==> config.mk <==
export PLATFORM = sky130hd
export DESIGN_NAME = adc_frame_packer
export DESIGN_NICKNAME = d
export VERILOG_FILES = /design/src/rtl/adc_frame_pkg.sv /design/src/rtl/send_rate_timer.sv /design/src/rtl/adc_frame_packer.sv
export SDC_FILE = /design/constraint.sdc
export NUM_CORES = 1
export LEC_CHECK = 0
export ABC_AREA = 1
export BUFFER_PORTS_ARGS = -buffer_cell sky130_fd_sc_hd__buf_2
export CORE_AREA = 2 2 132 147
export DETAILED_ROUTE_END_ITERATION = 8
export DIE_AREA = 0 0 134 149
export PLACE_DENSITY_LB_ADDON = 0.2
export SLEW_MARGIN = 30
export SYNTH_ARGS = -nofsm -noshare
export SYNTH_HDL_FRONTEND = slang
export SYNTH_SLANG_ARGS = --single-unit
==> constraint.sdc <==
create_clock -name clk -period 5.7 [get_ports clk]
set_input_delay 0.57 -clock clk [delete_from_list [all_inputs] [get_ports clk]]
set_output_delay 0.57 -clock clk [all_outputs]
set_load 0.05 [all_outputs]
==> src/rtl/adc_frame_pkg.sv <==
// adc_frame_pkg: shared constants and types for the ADC frame packer.
package adc_frame_pkg;
    localparam logic [7:0] HDR0 = 8'hAA;
    localparam logic [7:0] HDR1 = 8'h55;
    localparam int FRAME_LEN = 12;

    typedef enum logic {IDLE, SEND} state_t;
    typedef logic [3:0] idx_t;

    localparam idx_t LAST_IDX = idx_t'(FRAME_LEN - 1);
endpackage

==> src/rtl/send_rate_timer.sv <==
// send_rate_timer: free-running counter producing a one-cycle tick every TICK_CYCLES clocks.
module send_rate_timer #(
    parameter int CLK_FRE  = 50,
    parameter int SEND_FRE = 2
) (
    input  logic clk,
    input  logic rst_n,
    output logic tick
);
    localparam logic [31:0] TICK_CYCLES = 32'(64'(CLK_FRE) * 64'd1000000 / 64'(SEND_FRE));

    logic [31:0] cnt_q, cnt_d;

    always_comb begin
        tick  = cnt_q == TICK_CYCLES - 32'd1;
        cnt_d = tick ? '0 : cnt_q + 32'd1;
    end

    always_ff @(posedge clk or negedge rst_n) begin
        if (!rst_n) cnt_q <= '0;
        else        cnt_q <= cnt_d;
    end
endmodule

==> src/rtl/adc_frame_packer.sv <==
// adc_frame_packer: periodically snapshots 8 ADC channels and streams them as a
// 12-byte frame (AA 55 seq ch0..ch7 csum) over a valid/ready byte interface.
module adc_frame_packer
    import adc_frame_pkg::*;
#(
    parameter int CLK_FRE  = 50,
    parameter int SEND_FRE = 2
) (
    input  logic            clk,
    input  logic            rst_n,
    input  logic [7:0][7:0] adc0809_data,
    output logic [7:0]      tx_data,
    output logic            tx_valid,
    input  logic            tx_ready,
    output logic            busy,
    output logic            overrun
);
    state_t          state_q, state_d;
    idx_t            idx_q, idx_d;
    logic [7:0]      seq_q, seq_d;
    logic [7:0][7:0] shadow_q, shadow_d;
    logic            overrun_q, overrun_d;
    logic            tick;
    logic [7:0]      csum;
    logic [7:0]      ch_byte;

    send_rate_timer #(.CLK_FRE(CLK_FRE), .SEND_FRE(SEND_FRE)) u_timer (
        .clk   (clk),
        .rst_n (rst_n),
        .tick  (tick)
    );

    always_comb begin
        state_d   = state_q;
        idx_d     = idx_q;
        seq_d     = seq_q;
        shadow_d  = shadow_q;
        overrun_d = overrun_q | (tick && state_q == SEND);
        busy      = state_q == SEND;
        tx_valid  = busy;
        csum      = seq_q;
        for (int i = 0; i < 8; i++) csum = csum + shadow_q[i];
        ch_byte   = shadow_q[3'(idx_q - idx_t'(3))];
        tx_data   = !busy         ? 8'h00 :
                    idx_q == 4'd0 ? HDR0  :
                    idx_q == 4'd1 ? HDR1  :
                    idx_q == 4'd2 ? seq_q :
                    idx_q == LAST_IDX ? csum : ch_byte;
        // A tick seen while sending is only recorded in overrun, never queued.
        if (state_q == IDLE) begin
            if (tick) begin
                state_d  = SEND;
                idx_d    = '0;
                shadow_d = adc0809_data;
            end
        end else if (tx_ready) begin
            if (idx_q == LAST_IDX) begin
                state_d = IDLE;
                idx_d   = '0;
                seq_d   = seq_q + 8'd1;
            end else begin
                idx_d = idx_q + idx_t'(1);
            end
        end
    end

    always_ff @(posedge clk or negedge rst_n) begin
        if (!rst_n) begin
            state_q   <= IDLE;
            idx_q     <= '0;
            seq_q     <= '0;
            shadow_q  <= '0;
            overrun_q <= 1'b0;
        end else begin
            state_q   <= state_d;
            idx_q     <= idx_d;
            seq_q     <= seq_d;
            shadow_q  <= shadow_d;
            overrun_q <= overrun_d;
        end
    end

    assign overrun = overrun_q;
endmodule
After elaboration in Yosys (flattened, before gate mapping):

Index checks and enable logic that the tools add are counted.

* order comparisons: 1
* bitwise gates (word level): 2
* equality and inequality tests: 5
* muxes and demuxes: 16
* add/subtract/negate cells: 12
* reductions and logical operators: 6

Operators by type and width (count)
* $add A8 B8 Y8: 8
* $mux W8: 6
* $add A32 B1 Y32 const B: 1
* $eq A32 B25 Y1 const B: 1
* $mux W32: 1
* $bmux W8 S3: 1
* $mux W4: 4
* $add A8 B1 Y8 const B: 1
* $add A4 B1 Y4 const B: 1
* $eq A4 B1 Y1 const B: 1
* $eq A4 B2 Y1 const B: 1
* $eq A4 B4 Y1 const B: 1
* $logic_not A4 Y1: 1
* $lt A3 B4 Y1 const B: 1
* $mux W1: 4
* $reduce_and A2 Y1: 2
* $reduce_and A3 Y1: 1
* $sub A3 B2 Y3 const B: 1
* $ne A2 B2 Y1 const B: 1
* $reduce_bool A2 Y1: 1
* $logic_and A1 B1 Y1: 1
* $not A1 Y1: 1
* $or A1 B1 Y1: 1

* output and inout bits: 11
* register bits after elaboration: 110
* bits of input ports: 67
* logic and storage cells: 55

Logic depth before layout (Yosys ltp):

* word-level depth: 13
* gate-level depth with buffers: 22
* mapped depth without buffers: 22

Modules after synthesis:

From an unflattened synthesis, not the netlist that was laid out.

* cell total of the unflattened synthesis: 972
* area total of the unflattened synthesis: 7372.1 um2

Modules (own cells, without submodules)
* adc_frame_packer: area an instance 5357.6 um2, seq. area each 1951.9 um2, times used 1, cells each 670
* send_rate_timer: area an instance 2014.4 um2, seq. area each 800.8 um2, times used 1, cells each 302

Worst setup path after synthesis:

OpenSTA, ideal clock, no wires.

* kind: reg2out
* from: register seq_q[2]
* to: output tx_data[6]
* data required time: 5130 ps
* path buffers: 0
* stages on the path, launching flop included: 18
* arrival: 4589 ps
* slack: 541 ps
* cell sequence: dfrtp_1 > inv_1 > fa_1 > inv_1 > fa_1 > fa_1 > inv_1 > fa_1 > inv_1 > ha_1 > inv_1 > fa_1 > or2_2 > nand2_1 > a21oi_1 > nor2_1 > o211ai_1 > a31oi_1

* word-level cells in the longest chain between the ends: 13

Ends and longest elaborated chain
* from (decl): line adc_frame_packer.sv:20 `logic [7:0] seq_q, seq_d;`
* from (signal assigned): line adc_frame_packer.sv:77 `seq_q <= seq_d;`
* $add A8 B8 Y8 (8 in a row): line adc_frame_packer.sv:42 `for (int i = 0; i < 8; i++) csum = csum + shadow_q[i];`
* $mux W8: line adc_frame_packer.sv:48 `idx_q == LAST_IDX ? csum : ch_byte;`
* $mux W8: line adc_frame_packer.sv:47 `idx_q == 4'd2 ? seq_q :`
* $mux W8: line adc_frame_packer.sv:46 `idx_q == 4'd1 ? HDR1 :`
* $mux W8: line adc_frame_packer.sv:45 `idx_q == 4'd0 ? HDR0 :`
* $mux W8: line adc_frame_packer.sv:44 `tx_data = !busy ? 8'h00 :`
* to (decl): line adc_frame_packer.sv:12 `output logic [7:0] tx_data,`

Every way passes these cells.

Worst setup path after layout:

Same ends and word-level chain as after synthesis.

==> out/results.txt <==
From left edge to right edge, the die measures 134 um. The path type of the worst setup path is reg -> out. The flow ran to the end, and the final reports show no timing, DRC or antenna violations. In the final design database the tool counted 1,081 nets.

The logs give 39.11% for the effective utilization at floorplan and 0 for the max-capacitance violation count. The headroom to the max-slew limit is 52.68%. Synthesis produced 895 cells. In this run the tool buffered the top-level ports with 77 buffer cells. The synthesized design contains 0 enable-type register cells. The tools report the number of antenna violations at the first check in global routing as 0. Root buffer cell: sky130_fd_sc_hd__clkbuf_16. Synthesis produced a netlist with a net count of 1,021. Routability-driven placement finished with a final weighted congestion of 0.8452. The routed length per placed instance came out at 15.54 um. Global routing consumed, over all layers together, 20.05% of the routing resources. Count of boundary I/O pins: 78.

The area of the die is 0.01997 mm2, and the placed standard-cell area is 0.007844 mm2. The detailed-route DRC error count was 0; the via count of the first global-routing pass was 5,797. The footprint of the multi-input gates came out at 0.003827 mm2. Sort of element at the start of the critical path: a flop. The clock arrives with 0.01186 ns of skew. The H-tree generated during clock tree synthesis spans 3 levels.

The highest net fanout along the worst path is 3, and the final antenna diode count is 0. The shortest clock period the worst path allows after layout works out to 5.342 ns. The tools report the cell leakage power as 4.123 nW.

The final hold violation count came out at 0. The clock reaches the later pin of the worst-skew pair after 0.36 ns. Cells fill 43.83% of the core in the end.

CTS saw 110 sinks. For this run, the leading register cell type out of synthesis is sky130_fd_sc_hd__dfrtp_1. In this run the power density over the cells is 359.6 mW/mm2. Power consumption: 2.936 mW. The count of nets left with antenna violations once routing finished came out at 0. Based on the critical path, the design can be clocked at up to 187.2 MHz.

Summed over all nets, the half-perimeter wirelength after detailed placement is 14,290 um. TritonCTS built the clock tree. The tools report the count of endpoints failing setup in the final report as 0. The layout has 1,900 filler cells. The violation count after the first detailed-route iteration is 290, and the setup fix buffers added after clock tree synthesis is 0. The total area inside the core boundary comes to 0.01863 mm2. Of all flip-flops after synthesis, the portion carrying an async set or reset was 100.0%. The run gives 9 as the clock buffer count from CTS.

Yosys printed 0 warnings. For the number of search-and-repair iterations in the first detailed-routing pass, the log shows 5. After detailed routing, the number of vias per cell comes to 4.896.

Hold is met by 0.1749 ns. Setup repair after global routing left no endpoint under its margin. The worst setup path is captured at an output port.

The max-slew violation total from the final report is 0. The actual slew at the worst max-slew pin came out at 0.7098 ns. The library cells used most frequently in the layout, excluding fill and tap cells, are sky130_fd_sc_hd__nand2_1, sky130_fd_sc_hd__inv_1, sky130_fd_sc_hd__dfrtp_1. Averaged over all synthesized cells, the footprint is 8.143 um2. Data on the critical path is required at its endpoint by 5.13 ns. Counting distinct cell types in the post-synthesis netlist gives 40.

Adding up every negative setup slack in the final design gives 0 ns. Once the clock tree was built, the resizer swapped 0 gates to a different size. The flip-flop and latch count after synthesis was 110. The clock transition at the register clock pins on the worst setup and hold paths after CTS came out at 0.08 ns. The library cell used most frequently in the layout, excluding fill and tap cells, is sky130_fd_sc_hd__nand2_1. The wire length of the first global-routing pass was 30,860 um. After global routing the overflow that remains totals 0.

The standard-cell row count was 53. The tools report the count of hold buffers inserted by post-cts repair as 0. VDD sags by at most 0.3038 mV. The run gives 0.002753 mm2 as the storage element area. The maximum number of pins on one net before global-route repair is 75, and the worst-case clock buffer depth is 2.

At the worst endpoint, the arrival time is 4.77 ns. Wires add up to 18,750 um. The layout-stage area growth over the synthesis result is 12.05%, and the cell area after layout is 0.008167 mm2.

The final critical path takes up 93.71% of the cycle. The routed layout has 5,909 vias. The die boundary height was 149 um. The run gives 37.77% as the register area share after synthesis. Cells with a size suffix above 1 make up 13.13% of the layout. The summed instance area of the synthesized netlist is 0.007288 mm2.

The worst hold path belongs to the class in -> async.
## Yosys cell counts, types with 4 or more instances
master                     number  area, um2
sky130_fd_sc_hd__nand2_1      232      870.8
sky130_fd_sc_hd__inv_1        131      491.7
sky130_fd_sc_hd__dfrtp_1      110       2753
sky130_fd_sc_hd__nand3_1      104      520.5
sky130_fd_sc_hd__fa_1          45      900.9
sky130_fd_sc_hd__nor2_1        37      138.9
sky130_fd_sc_hd__o21ai_0       31      155.2
sky130_fd_sc_hd__a21oi_1       29      145.1
sky130_fd_sc_hd__xor2_1        26      227.7
sky130_fd_sc_hd__clkbuf_1      21      78.83
sky130_fd_sc_hd__nor3_1        17      85.08
sky130_fd_sc_hd__ha_1          14      175.2
sky130_fd_sc_hd__nand4_1       13      81.33
sky130_fd_sc_hd__o211ai_1      11      82.58
sky130_fd_sc_hd__buf_4          8      60.06
sky130_fd_sc_hd__xnor2_1        8      70.07
sky130_fd_sc_hd__o22ai_1        7      43.79
sky130_fd_sc_hd__a31oi_1        5      31.28
sky130_fd_sc_hd__nor3_2         5      50.05
sky130_fd_sc_hd__buf_6          4      45.04
sky130_fd_sc_hd__inv_2          4      15.01
sky130_fd_sc_hd__nand2_2        4      25.02
sky130_fd_sc_hd__nor2_2         4      25.02
## path summary, 6_finish.rpt
path,from,end,slack [ns],depth (start not counted)
max,seq_q[2]$_DFFE_PN0P_,tx_data[6],0.36,18
min,rst_n,idx_q[0]$_DFFE_PN0P_,0.17,1
max reg2reg,idx_q[0]$_DFFE_PN0P_,seq_q[6]$_DFFE_PN0P_,2.69,8
min reg2reg,shadow_q[3]$_DFFE_PN0P_,shadow_q[3]$_DFFE_PN0P_,0.48,2
max in group asynchronous,rst_n,shadow_q[3]$_DFFE_PN0P_,4.48,2
min in group clk,adc0809_data[23],shadow_q[23]$_DFFE_PN0P_,0.44,3
## flip-flops by register name, summed over array words and instances (netlist names)
name / cells
seq_q: 8
overrun: 1
shadow_q: 64
idx_q: 4
u_timer.cnt_q: 32
busy: 1
## area by class of cell
cell class / count / share of cell area, %
Multi-Input combinational cell: 613 / 46.87
Sequential cell: 110 / 33.71
Inverter: 137 / 6.297
Timing Repair Buffer: 84 / 5.439
Tap cell: 247 / 3.784
Clock inverter: 6 / 0.9805
Clock buffer: 10 / 2.926
## per-stage QoR
stage          instances  setup slack, ns
2_1_floorplan        895           0.5415
3_3_place_gp        1191           0.8151
3_5_place_dp        1191           0.7524
4_1_cts             1207           0.3483
5_1_grt             1207          0.01446
6_report            1207           0.3583
## worst max-delay path, stage by stage (launching register included)
cell and delay [ns]:
sky130_fd_sc_hd__dfrtp_1 0.38, sky130_fd_sc_hd__inv_1 0.10, sky130_fd_sc_hd__fa_1 0.54, sky130_fd_sc_hd__inv_1 0.05, sky130_fd_sc_hd__fa_1 0.50, sky130_fd_sc_hd__fa_1 0.55
sky130_fd_sc_hd__inv_1 0.05, sky130_fd_sc_hd__fa_1 0.46, sky130_fd_sc_hd__inv_1 0.07, sky130_fd_sc_hd__ha_1 0.19, sky130_fd_sc_hd__inv_1 0.08, sky130_fd_sc_hd__fa_1 0.38
sky130_fd_sc_hd__or2_2 0.31, sky130_fd_sc_hd__nand2_1 0.06, sky130_fd_sc_hd__a21oi_1 0.07, sky130_fd_sc_hd__nor2_1 0.09, sky130_fd_sc_hd__o211ai_1 0.10, sky130_fd_sc_hd__a31oi_1 0.13
sky130_fd_sc_hd__buf_2 0.28
## report_power, final
group / switching [mW] / total [mW] / internal, mW
clock network: 0.319 / 0.680 / 0.361
registers: 0.0345 / 0.844 / 0.809
logic: 1.02 / 1.41 / 0.394
total: 1.37 / 2.94 / 1.56
## cell families (layout without fill, tap and decap cells)
family / after synthesis / after routing / share of synthesized area (%)
buffers and inverters: 172 / 237 / 9.717
AOI/OAI and AO/OA: 90 / 90 / 7.090
and+or+nand+nor: 430 / 430 / 26.58
DFF: 110 / 110 / 37.77
xor gates and xnor gates: 34 / 34 / 4.086
adders and majority gates: 59 / 59 / 14.76
## routing by layer
metal | vias to the layer above | share of wire [%] | wire [um] | track usage [%]
met1 | 2786 | 45 | 8453 | 26.93
li1 | 2969 | - | - | -
met2 | 124 | 47 | 8843 | 32.21
met4 | 0 | 3.5 | 662 | 8.564
met3 | 30 | 4.2 | 792 | 3.330
met5 | - | 0 | 0 | 0
No activity file was read; power rests on OpenSTA's default activity.
